**src/rtl/sum_job_if.sv**
```systemverilog
// Requester-side bundle for the shared triangular-sum scheduler.
// The master modport is the requester pair; the slave modport is the scheduler.
interface sum_job_if #(
  parameter int N_W = 4,
  parameter int R_W = 7
);
  logic [1:0]     req;
  logic [N_W-1:0] opnd0;
  logic [N_W-1:0] opnd1;
  logic [1:0]     gnt;
  logic           busy;
  logic           done;
  logic           done_id;
  logic [R_W-1:0] result;
  logic           ovf;
  logic [9:0]     led_out;

  modport master (
    output req, opnd0, opnd1,
    input  gnt, busy, done, done_id, result, ovf, led_out
  );

  modport slave (
    input  req, opnd0, opnd1,
    output gnt, busy, done, done_id, result, ovf, led_out
  );
endinterface

```
**src/rtl/sum_job_scheduler.sv**
```systemverilog
// Round-robin shared engine computing S(n) = 0+1+...+(n-1), one term per clock,
// with a tagged done pulse, saturation flag and LED status mirror.
module sum_job_scheduler #(
  parameter int N_W = 4,
  parameter int R_W = 7
) (
  input  logic     clk,
  input  logic     rst,
  sum_job_if.slave bus
);
  // Encodings double as the LED state code.
  typedef enum logic [2:0] {
    IDLE  = 3'b000,
    ACCUM = 3'b011,
    DONE  = 3'b111
  } state_t;

  state_t         state_reg;
  logic           prio_reg;
  logic           id_reg;
  logic [N_W-1:0] n_reg;
  logic [N_W-1:0] i_reg;
  logic [R_W:0]   acc_reg;
  logic [1:0]     gnt_reg;
  logic           busy_reg;
  logic           done_reg;
  logic           done_id_reg;
  logic [R_W-1:0] result_reg;
  logic           ovf_reg;

  logic           pick_id;
  logic [N_W-1:0] pick_n;
  logic [N_W-1:0] n_last;
  logic [R_W+1:0] sum_wide;
  logic [R_W:0]   acc_next;

  always_comb begin
    pick_id  = (bus.req == 2'b11) ? prio_reg : bus.req[1];
    pick_n   = pick_id ? bus.opnd1 : bus.opnd0;
    n_last   = n_reg - N_W'(1);
    sum_wide = {1'b0, acc_reg} + (R_W+2)'(i_reg);
    // Clamp once past the result range so the extra acc bit acts as a sticky overflow.
    acc_next = (|sum_wide[R_W+1:R_W]) ? {1'b1, {R_W{1'b0}}} : sum_wide[R_W:0];
  end

  always_ff @(posedge clk or negedge rst) begin
    if (!rst) begin
      state_reg   <= IDLE;
      prio_reg    <= 1'b0;
      id_reg      <= 1'b0;
      n_reg       <= '0;
      i_reg       <= '0;
      acc_reg     <= '0;
      gnt_reg     <= 2'b00;
      busy_reg    <= 1'b0;
      done_reg    <= 1'b0;
      done_id_reg <= 1'b0;
      result_reg  <= '0;
      ovf_reg     <= 1'b0;
    end else begin
      done_reg <= 1'b0;
      case (state_reg)
        IDLE: begin
          if (|bus.req) begin
            id_reg   <= pick_id;
            prio_reg <= ~pick_id;
            n_reg    <= pick_n;
            acc_reg  <= '0;
            i_reg    <= '0;
            gnt_reg  <= pick_id ? 2'b10 : 2'b01;
            busy_reg <= 1'b1;
            if (pick_n == '0) begin
              state_reg   <= DONE;
              done_reg    <= 1'b1;
              done_id_reg <= pick_id;
              result_reg  <= '0;
              ovf_reg     <= 1'b0;
            end else begin
              state_reg <= ACCUM;
            end
          end
        end
        ACCUM: begin
          acc_reg <= acc_next;
          i_reg   <= i_reg + N_W'(1);
          if (i_reg == n_last) begin
            state_reg   <= DONE;
            done_reg    <= 1'b1;
            done_id_reg <= id_reg;
            result_reg  <= acc_next[R_W] ? {R_W{1'b1}} : acc_next[R_W-1:0];
            ovf_reg     <= acc_next[R_W];
          end
        end
        DONE: begin
          state_reg <= IDLE;
          gnt_reg   <= 2'b00;
          busy_reg  <= 1'b0;
        end
        default: begin
          state_reg <= IDLE;
          gnt_reg   <= 2'b00;
          busy_reg  <= 1'b0;
        end
      endcase
    end
  end

  assign bus.gnt     = gnt_reg;
  assign bus.busy    = busy_reg;
  assign bus.done    = done_reg;
  assign bus.done_id = done_id_reg;
  assign bus.result  = result_reg;
  assign bus.ovf     = ovf_reg;
  assign bus.led_out = {gnt_reg, ovf_reg, 4'b0000, state_reg};
endmodule
```
**src/flat_wrapper.sv**
```systemverilog
// flat-port wrapper written by rule: the top's interface ports become plain ports
module sum_job_scheduler_flat 
#(
  parameter int N_W = 4,
  parameter int R_W = 7
)
  (clk, rst, bus_req, bus_opnd0, bus_opnd1, bus_gnt, bus_busy, bus_done, bus_done_id, bus_result, bus_ovf, bus_led_out);
  sum_job_if #(.N_W(N_W), .R_W(R_W)) bus_i ();
  input  logic clk;
  input  logic rst;
  input wire logic [$bits(bus_i.req)-1:0] bus_req;
  input wire logic [$bits(bus_i.opnd0)-1:0] bus_opnd0;
  input wire logic [$bits(bus_i.opnd1)-1:0] bus_opnd1;
  output wire logic [$bits(bus_i.gnt)-1:0] bus_gnt;
  output wire logic [$bits(bus_i.busy)-1:0] bus_busy;
  output wire logic [$bits(bus_i.done)-1:0] bus_done;
  output wire logic [$bits(bus_i.done_id)-1:0] bus_done_id;
  output wire logic [$bits(bus_i.result)-1:0] bus_result;
  output wire logic [$bits(bus_i.ovf)-1:0] bus_ovf;
  output wire logic [$bits(bus_i.led_out)-1:0] bus_led_out;
  assign bus_i.req = bus_req;
  assign bus_i.opnd0 = bus_opnd0;
  assign bus_i.opnd1 = bus_opnd1;
  assign bus_gnt = bus_i.gnt;
  assign bus_busy = bus_i.busy;
  assign bus_done = bus_i.done;
  assign bus_done_id = bus_i.done_id;
  assign bus_result = bus_i.result;
  assign bus_ovf = bus_i.ovf;
  assign bus_led_out = bus_i.led_out;
  sum_job_scheduler #(.N_W(N_W), .R_W(R_W)) u_core (.clk(clk), .rst(rst), .bus(bus_i));
endmodule
```
**config.mk**
```make
export PLATFORM = sky130hd
export DESIGN_NAME = sum_job_scheduler_flat
export DESIGN_NICKNAME = d
export VERILOG_FILES = /design/src/rtl/sum_job_if.sv /design/src/rtl/sum_job_scheduler.sv /design/src/flat_wrapper.sv
export SDC_FILE = /design/constraint.sdc
export NUM_CORES = 1
export LEC_CHECK = 0
export ABC_AREA = 1
export CORE_ASPECT_RATIO = 0.6
export CORE_UTILIZATION = 40
export DETAILED_ROUTE_END_ITERATION = 6
export GPL_ROUTABILITY_DRIVEN = 0
export HOLD_SLACK_MARGIN = 0.12
export PLACE_DENSITY = 0.72
export SLEW_MARGIN = 40
export SYNTH_ARGS = -nofsm -noshare
export SYNTH_HDL_FRONTEND = slang
export SYNTH_SLANG_ARGS = --single-unit
```
**constraint.sdc**
```tcl
create_clock -name clk -period 4.15 [get_ports clk]
set_input_delay 0.83 -clock clk [delete_from_list [all_inputs] [get_ports clk]]
set_output_delay 0.83 -clock clk [all_outputs]
set_load 0.005 [all_outputs]
```
# == Yosys cells after proc, flatten, opt, wreduce, memory -nomap -nowiden ==
# Cells that the tools add are included.
# word_totals
register_bits,34
inputBits,12
out_inout_bits,23
word_cells,66
# classes
addsub,3
eq_ne,6
muxes,33
bitwise_logic,2
reduce_logical,10
# op_table
op,n
$mux 7,4
$mux 8,2
$pmux 8 s2,1
$pmux 7 s2,1
$mux 1,11
$add 8x4->9,1
$mux 3,3
$mux 4,2
$pmux 1 s2,4
$pmux 4 s2,1
$reduce_and 2->1,4
$ne 2x1->1 const B,3
$pmux 3 s2,1
$add 4x1->4 const B,1
$eq 4x4->1,1
$logic_not 4->1,1
$mux 2,2
$pmux 2 s2,1
$reduce_and 4->1,1
$reduce_or 2->1,2
$sub 4x1->4 const B,1
$eq 3x2->1 const B,1
$logic_not 3->1,1
$eq 2x2->1 const B,1
other kinds (2),3

# == Longest topological paths before layout ==
# logic_depth
ltp_word,7
depth_mapped,14
depth_no_buf,14

# == Worst setup path after synthesis ==
# Ideal clock, no wire load.
# synth_path
path_type,reg2reg
start,register u_core.i_reg[0]
end,"register u_core.result_reg[4], in the netlist u_core.bus.result[4]"
arrival_ns,1.739
t_required_ns,4.085
path_slack_ns,2.346
stages_incl_launch_ff,15
path_cell_list,dfrtp_1 > ha_1 > inv_1 > fa_1 > inv_1 > nand3_1 > nand2_1 > nand2_1 > nand2_1 > nand2_2 > nand2_4 > nand2_4 > nand2_1 > nand2_1 > nand2_1
# synth_between
elab_chain_cells,6
word_cells_on_any_way,9
classes_between,1 x add/sub; 2 x eq/ne; 4 x mux; 2 x reduce/logical
# synth_lines
element,line,text
from (decl),sum_job_scheduler.sv:22,logic [N_W-1:0] i_reg;
from (signal assigned),sum_job_scheduler.sv:85,i_reg <= i_reg + N_W'(1);
$add 8x4->9,sum_job_scheduler.sv:41,"sum_wide = {1'b0, acc_reg} + (R_W+2)'(i_reg);"
$reduce_or 2->1,sum_job_scheduler.sv:43,"acc_next = (|sum_wide[R_W+1:R_W]) ? {1'b1, {R_W{1'b0}}} : sum_wide[R_W:0];"
$mux 8,sum_job_scheduler.sv:43,
$mux 7,sum_job_scheduler.sv:90,result_reg <= acc_next[R_W] ? {R_W{1'b1}} : acc_next[R_W-1:0];
$mux 7,sum_job_scheduler.sv:86,if (i_reg == n_last) begin
$pmux 7 s2,sum_job_scheduler.sv:62,case (state_reg)
to (signal assigned),sum_job_scheduler.sv:90,
to (decl),sum_job_scheduler.sv:28,logic [R_W-1:0] result_reg;
# Parallel ways exist; a longest one is shown, timed or not. The select of a mux whose other input is x is not followed.
# A chain may end at the register's enable or synchronous reset.

# == Worst setup path in the final report ==
# layout_path
start,input bus_req[1]
end,"register u_core.ovf_reg, in the netlist u_core.bus.ovf"
# layout_between
elab_chain_cells,6
word_cells_on_any_way,8
classes_between,3 x eq/ne; 2 x mux; 3 x reduce/logical
# layout_lines
element,line,text
from (decl),flat_wrapper.sv:11,input wire logic [$bits(bus_i.req)-1:0] bus_req;
$eq 2x2->1,sum_job_scheduler.sv:38,pick_id = (bus.req == 2'b11) ? prio_reg : bus.req[1];
$mux 1,sum_job_scheduler.sv:38,
$mux 4,sum_job_scheduler.sv:39,pick_n = pick_id ? bus.opnd1 : bus.opnd0;
$logic_not 4->1,sum_job_scheduler.sv:72,if (pick_n == '0) begin
$ne 2x1->1 (no line),n/a,
$reduce_and 4->1 (no line) *,n/a,
to (signal assigned),sum_job_scheduler.sv:91,ovf_reg <= acc_next[R_W];
to (decl),sum_job_scheduler.sv:29,logic ovf_reg;
# Mark *: on every way between the ends. The rest lies on a longest branch, timed or not.

==> results.py <==
metrics = {
    "sta": {
        "drv_slew": 0,
        "finClkSkew_ns": 0.00439,
        "setup_viol": 0,
        "rsz0062_at_grt": "false",
        "worst_pin_slew_ns": 0.642,
        "max_clock_freq_mhz": 381,
        "tns_ns": 0,
        "max_slew_margin_pct": 57.0,
        "finalHoldViolCount": 0,
        "period_share_pct": 63.2,
        "fin_crit_ns": 2.62,
    },
    "layout": {
        "nets": 287,
        "layout.cells.non_filler": 329,
        "synthToLayoutAreaGrowth_pct": 22.1,
        "drive_gt1_share_pct": 8.18,
        "most-common-layout-cells": "70 x nand2_1, 33 x nand3_1, 33 x dfrtp_1, 30 x clkdlybuf4s50_1, 25 x inv_1",
        "multi_input_area_um2": 903,
        "nFillCells": 414,
        "largest_reg_flops": 8,
        "layout_commonest_cell": "nand2_1",
        "n_antenna_cell": 0,
        "regArea_um2": 826,
    },
    "power": {
        "power_frac_clock_pct": 16.7,
        "p_comb_share_pct": 51.5,
        "leakage_nw": 1.20,
        "intPower_w": 0.00108,
        "p_sw_w": 0.000791,
        "power_density_nw_per_um2": 807,
        "seq_power_share_pct": 31.8,
        "ir_drop_uv": 360,
        "power_switching_share_pct": 42.2,
    },
    "drt": {
        "ant_nets": 0,
        "dr.pass1.iters": 4,
        "vias": 1661,
        "detail_route.vias_per_cell": 5.05,
        "drtIter0Drc": 95,
        "drc": 0,
        "wl_mm": 4.50,
        "post_drt_wl_per_cell_um": 13.7,
    },
    "floorplan": {
        "fp.dieW_um": 91.0,
        "ios": 35,
        "dieArea_um2": 5040,
        "fp-row-count": 18,
        "initial_core_util_pct": 44.0,
        "die_h_um": 55.4,
        "core_area_um2": 4320,
    },
    "global_route": {
        "use_met3_pct": 5.92,
        "grtUsageMet1_pct": 30.5,
        "first_global_vias": 1507,
        "grt_overflow_total": 0,
        "track_usage_pct": 19.0,
        "grtUsageMet2_pct": 23.7,
        "busiest_layer": "met1",
        "antenna_found_initial": 0,
        "grt_first_pass_wirelength_mm": 7.48,
        "grt_max_degree": 34,
    },
    "placed_design": {
        "place_inst": 321,
        "port_buffers": 30,
        "post-dp-hpwl_mm": 3.35,
    },
    "cts": {
        "clk_pin_slew_ns": 0.08,
        "cts_buffers": 5,
        "ctsHoldBuffers": 0,
        "postCtsSetupBuffers": 0,
        "cts_tree": "yes",
        "htree_levels": 2,
        "post_cts_resized": 0,
        "cts_buffer_depth": 2,
        "insertion_delay_ns": 0.29,
        "root_buffer": "clkbuf_8",
        "clock_sinks": 33,
    },
    "critical_path": {
        "critical_path.max_fanout": 12,
        "worst_ep_required_time_ns": 4.38,
        "reg2regPathDepth": 14,
        "worst-setup-path-type": "input port to flip-flop",
        "crit_start": "bus_req[1]",
        "r2r-start": "u_core.i_reg[0]",
        "cp.arrival_ns": 2.85,
        "r2r_slack_ns": 2.04,
        "critPathLaunchType": "input port",
        "endpoint_kind": "flip-flop",
        "r2r-end": "u_core.bus.result[3]",
        "endpoint": "u_core.bus.ovf",
    },
    "synthesis": {
        "yosys_warnings": 0,
        "synth.distinct_cells": 27,
        "synth-seq-cells": 33,
        "synth_area_um2": 1900,
        "synth_seq_area_share_pct": 43.4,
        "netlist_instances": 239,
        "synth_area_per_cell_um2": 7.95,
    },
    "outcome": {
        "status": "finished clean",
    },
    "run": {
        "cap_violations": 0,
    },
    "hold_path": {
        "hold_path.class": "flip-flop to flip-flop",
    },
}
-- per-stage QoR --
stage / util, % / total power, W / hold WS [ns] / cell area (um^2) / worst slack [ns]
after floorplan: - / 0.00124 / 0.442 / 1910 / 2.35
after global placement: 51.0 / 0.00153 / 0.459 / 2210 / 1.35
after detailed placement: 51.0 / 0.00155 / 0.477 / 2210 / 1.24
after CTS: 53.7 / 0.00188 / 0.495 / 2320 / 1.54
after global routing: 53.7 / 0.00205 / 0.514 / 2320 / 1.29
final: 53.7 / 0.00187 / 0.487 / 2320 / 1.53
-- Yosys cell counts --
library cell / instances / area, um^2
a21oi_1: 3 / 15.0
a31oi_1: 1 / 6.26
buf_2: 2 / 10.0
buf_4: 9 / 67.6
buf_6: 1 / 11.3
conb_1: 1 / 3.75
dfrtp_1: 33 / 826
fa_1: 1 / 20.0
ha_1: 6 / 75.1
inv_1: 25 / 93.8
nand2_1: 70 / 263
nand2_2: 2 / 12.5
nand2_4: 4 / 45.0
nand3_1: 33 / 165
nand3_2: 3 / 30.0
nand3b_1: 2 / 15.0
nand4_1: 1 / 6.26
nor2_1: 12 / 45.0
nor2_2: 1 / 6.26
nor2_4: 1 / 11.3
nor3_1: 1 / 5.00
o21ai_0: 13 / 65.1
o22ai_1: 5 / 31.3
or2_0: 1 / 6.26
or2_2: 2 / 12.5
xnor2_1: 2 / 17.5
xor2_1: 4 / 35.0
-- routing by layer --
metal / wire [um] / up-vias
met5: 0 / -
met4: 26 / 0
met3: 326 / 5
met2: 1700 / 51
met1: 2440 / 788
li1: - / 817
-- worst min path at each step --
stage / start / end / slack [ns] / depth (start not counted)
finish: u_core.id_reg / u_core.id_reg / 0.49 / 2
global route: u_core.acc_reg[3] / u_core.acc_reg[3] / 0.51 / 2
floorplan: u_core.id_reg / u_core.id_reg / 0.44 / 2
global placement: u_core.id_reg / u_core.id_reg / 0.46 / 2
detailed placement: u_core.id_reg / u_core.id_reg / 0.48 / 2
CTS: u_core.id_reg / u_core.id_reg / 0.50 / 2
-- layout make-up --
| type | count | share of cell area, % |
|---|---|---|
| timing repair buffer | 31 | 13.3 |
| inverter | 25 | 4.04 |
| multi-input combinational | 172 | 38.9 |
| clock buffer | 5 | 2.96 |
| sequential | 33 | 35.6 |
| tap | 60 | 3.23 |
| clock inverter | 3 | 1.99 |
-- critical path, cell delays in order --
cell	delay (ns)
clkdlybuf4s50_1	0.63
nor2_1	0.09
nor2_1	0.52
nand3_2	0.36
nand2_4	0.22
nand3_1	0.12
nand2_1	0.09
-- cell families (layout without fill, tap and decap cells) --
kind of cell	after synthesis	count (layout)	synth area share, %
other	1	4	0.197
xor gates and xnor gates	6	6	2.76
buffers and inverters	37	64	9.61
AOI/OAI and AO/OA	22	22	6.19
DFF	33	33	43.4
and+or+nand+nor	133	133	32.8
adders and majority gates	7	7	5.00
-- power groups by stage --
stage | Clock, W | Combinational [W] | Sequential [W]
6_report | 0.000313 | 0.000965 | 0.000595
5_1_grt | 0.000333 | 0.00110 | 0.000613
4_1_cts | 0.000321 | 0.000966 | 0.000593
3_5_place_dp | 0 | 0.000958 | 0.000596
3_3_place_gp | 0 | 0.000935 | 0.000594
2_1_floorplan | 0 | 0.000672 | 0.000572
Power figures use the tool's default switching activity.
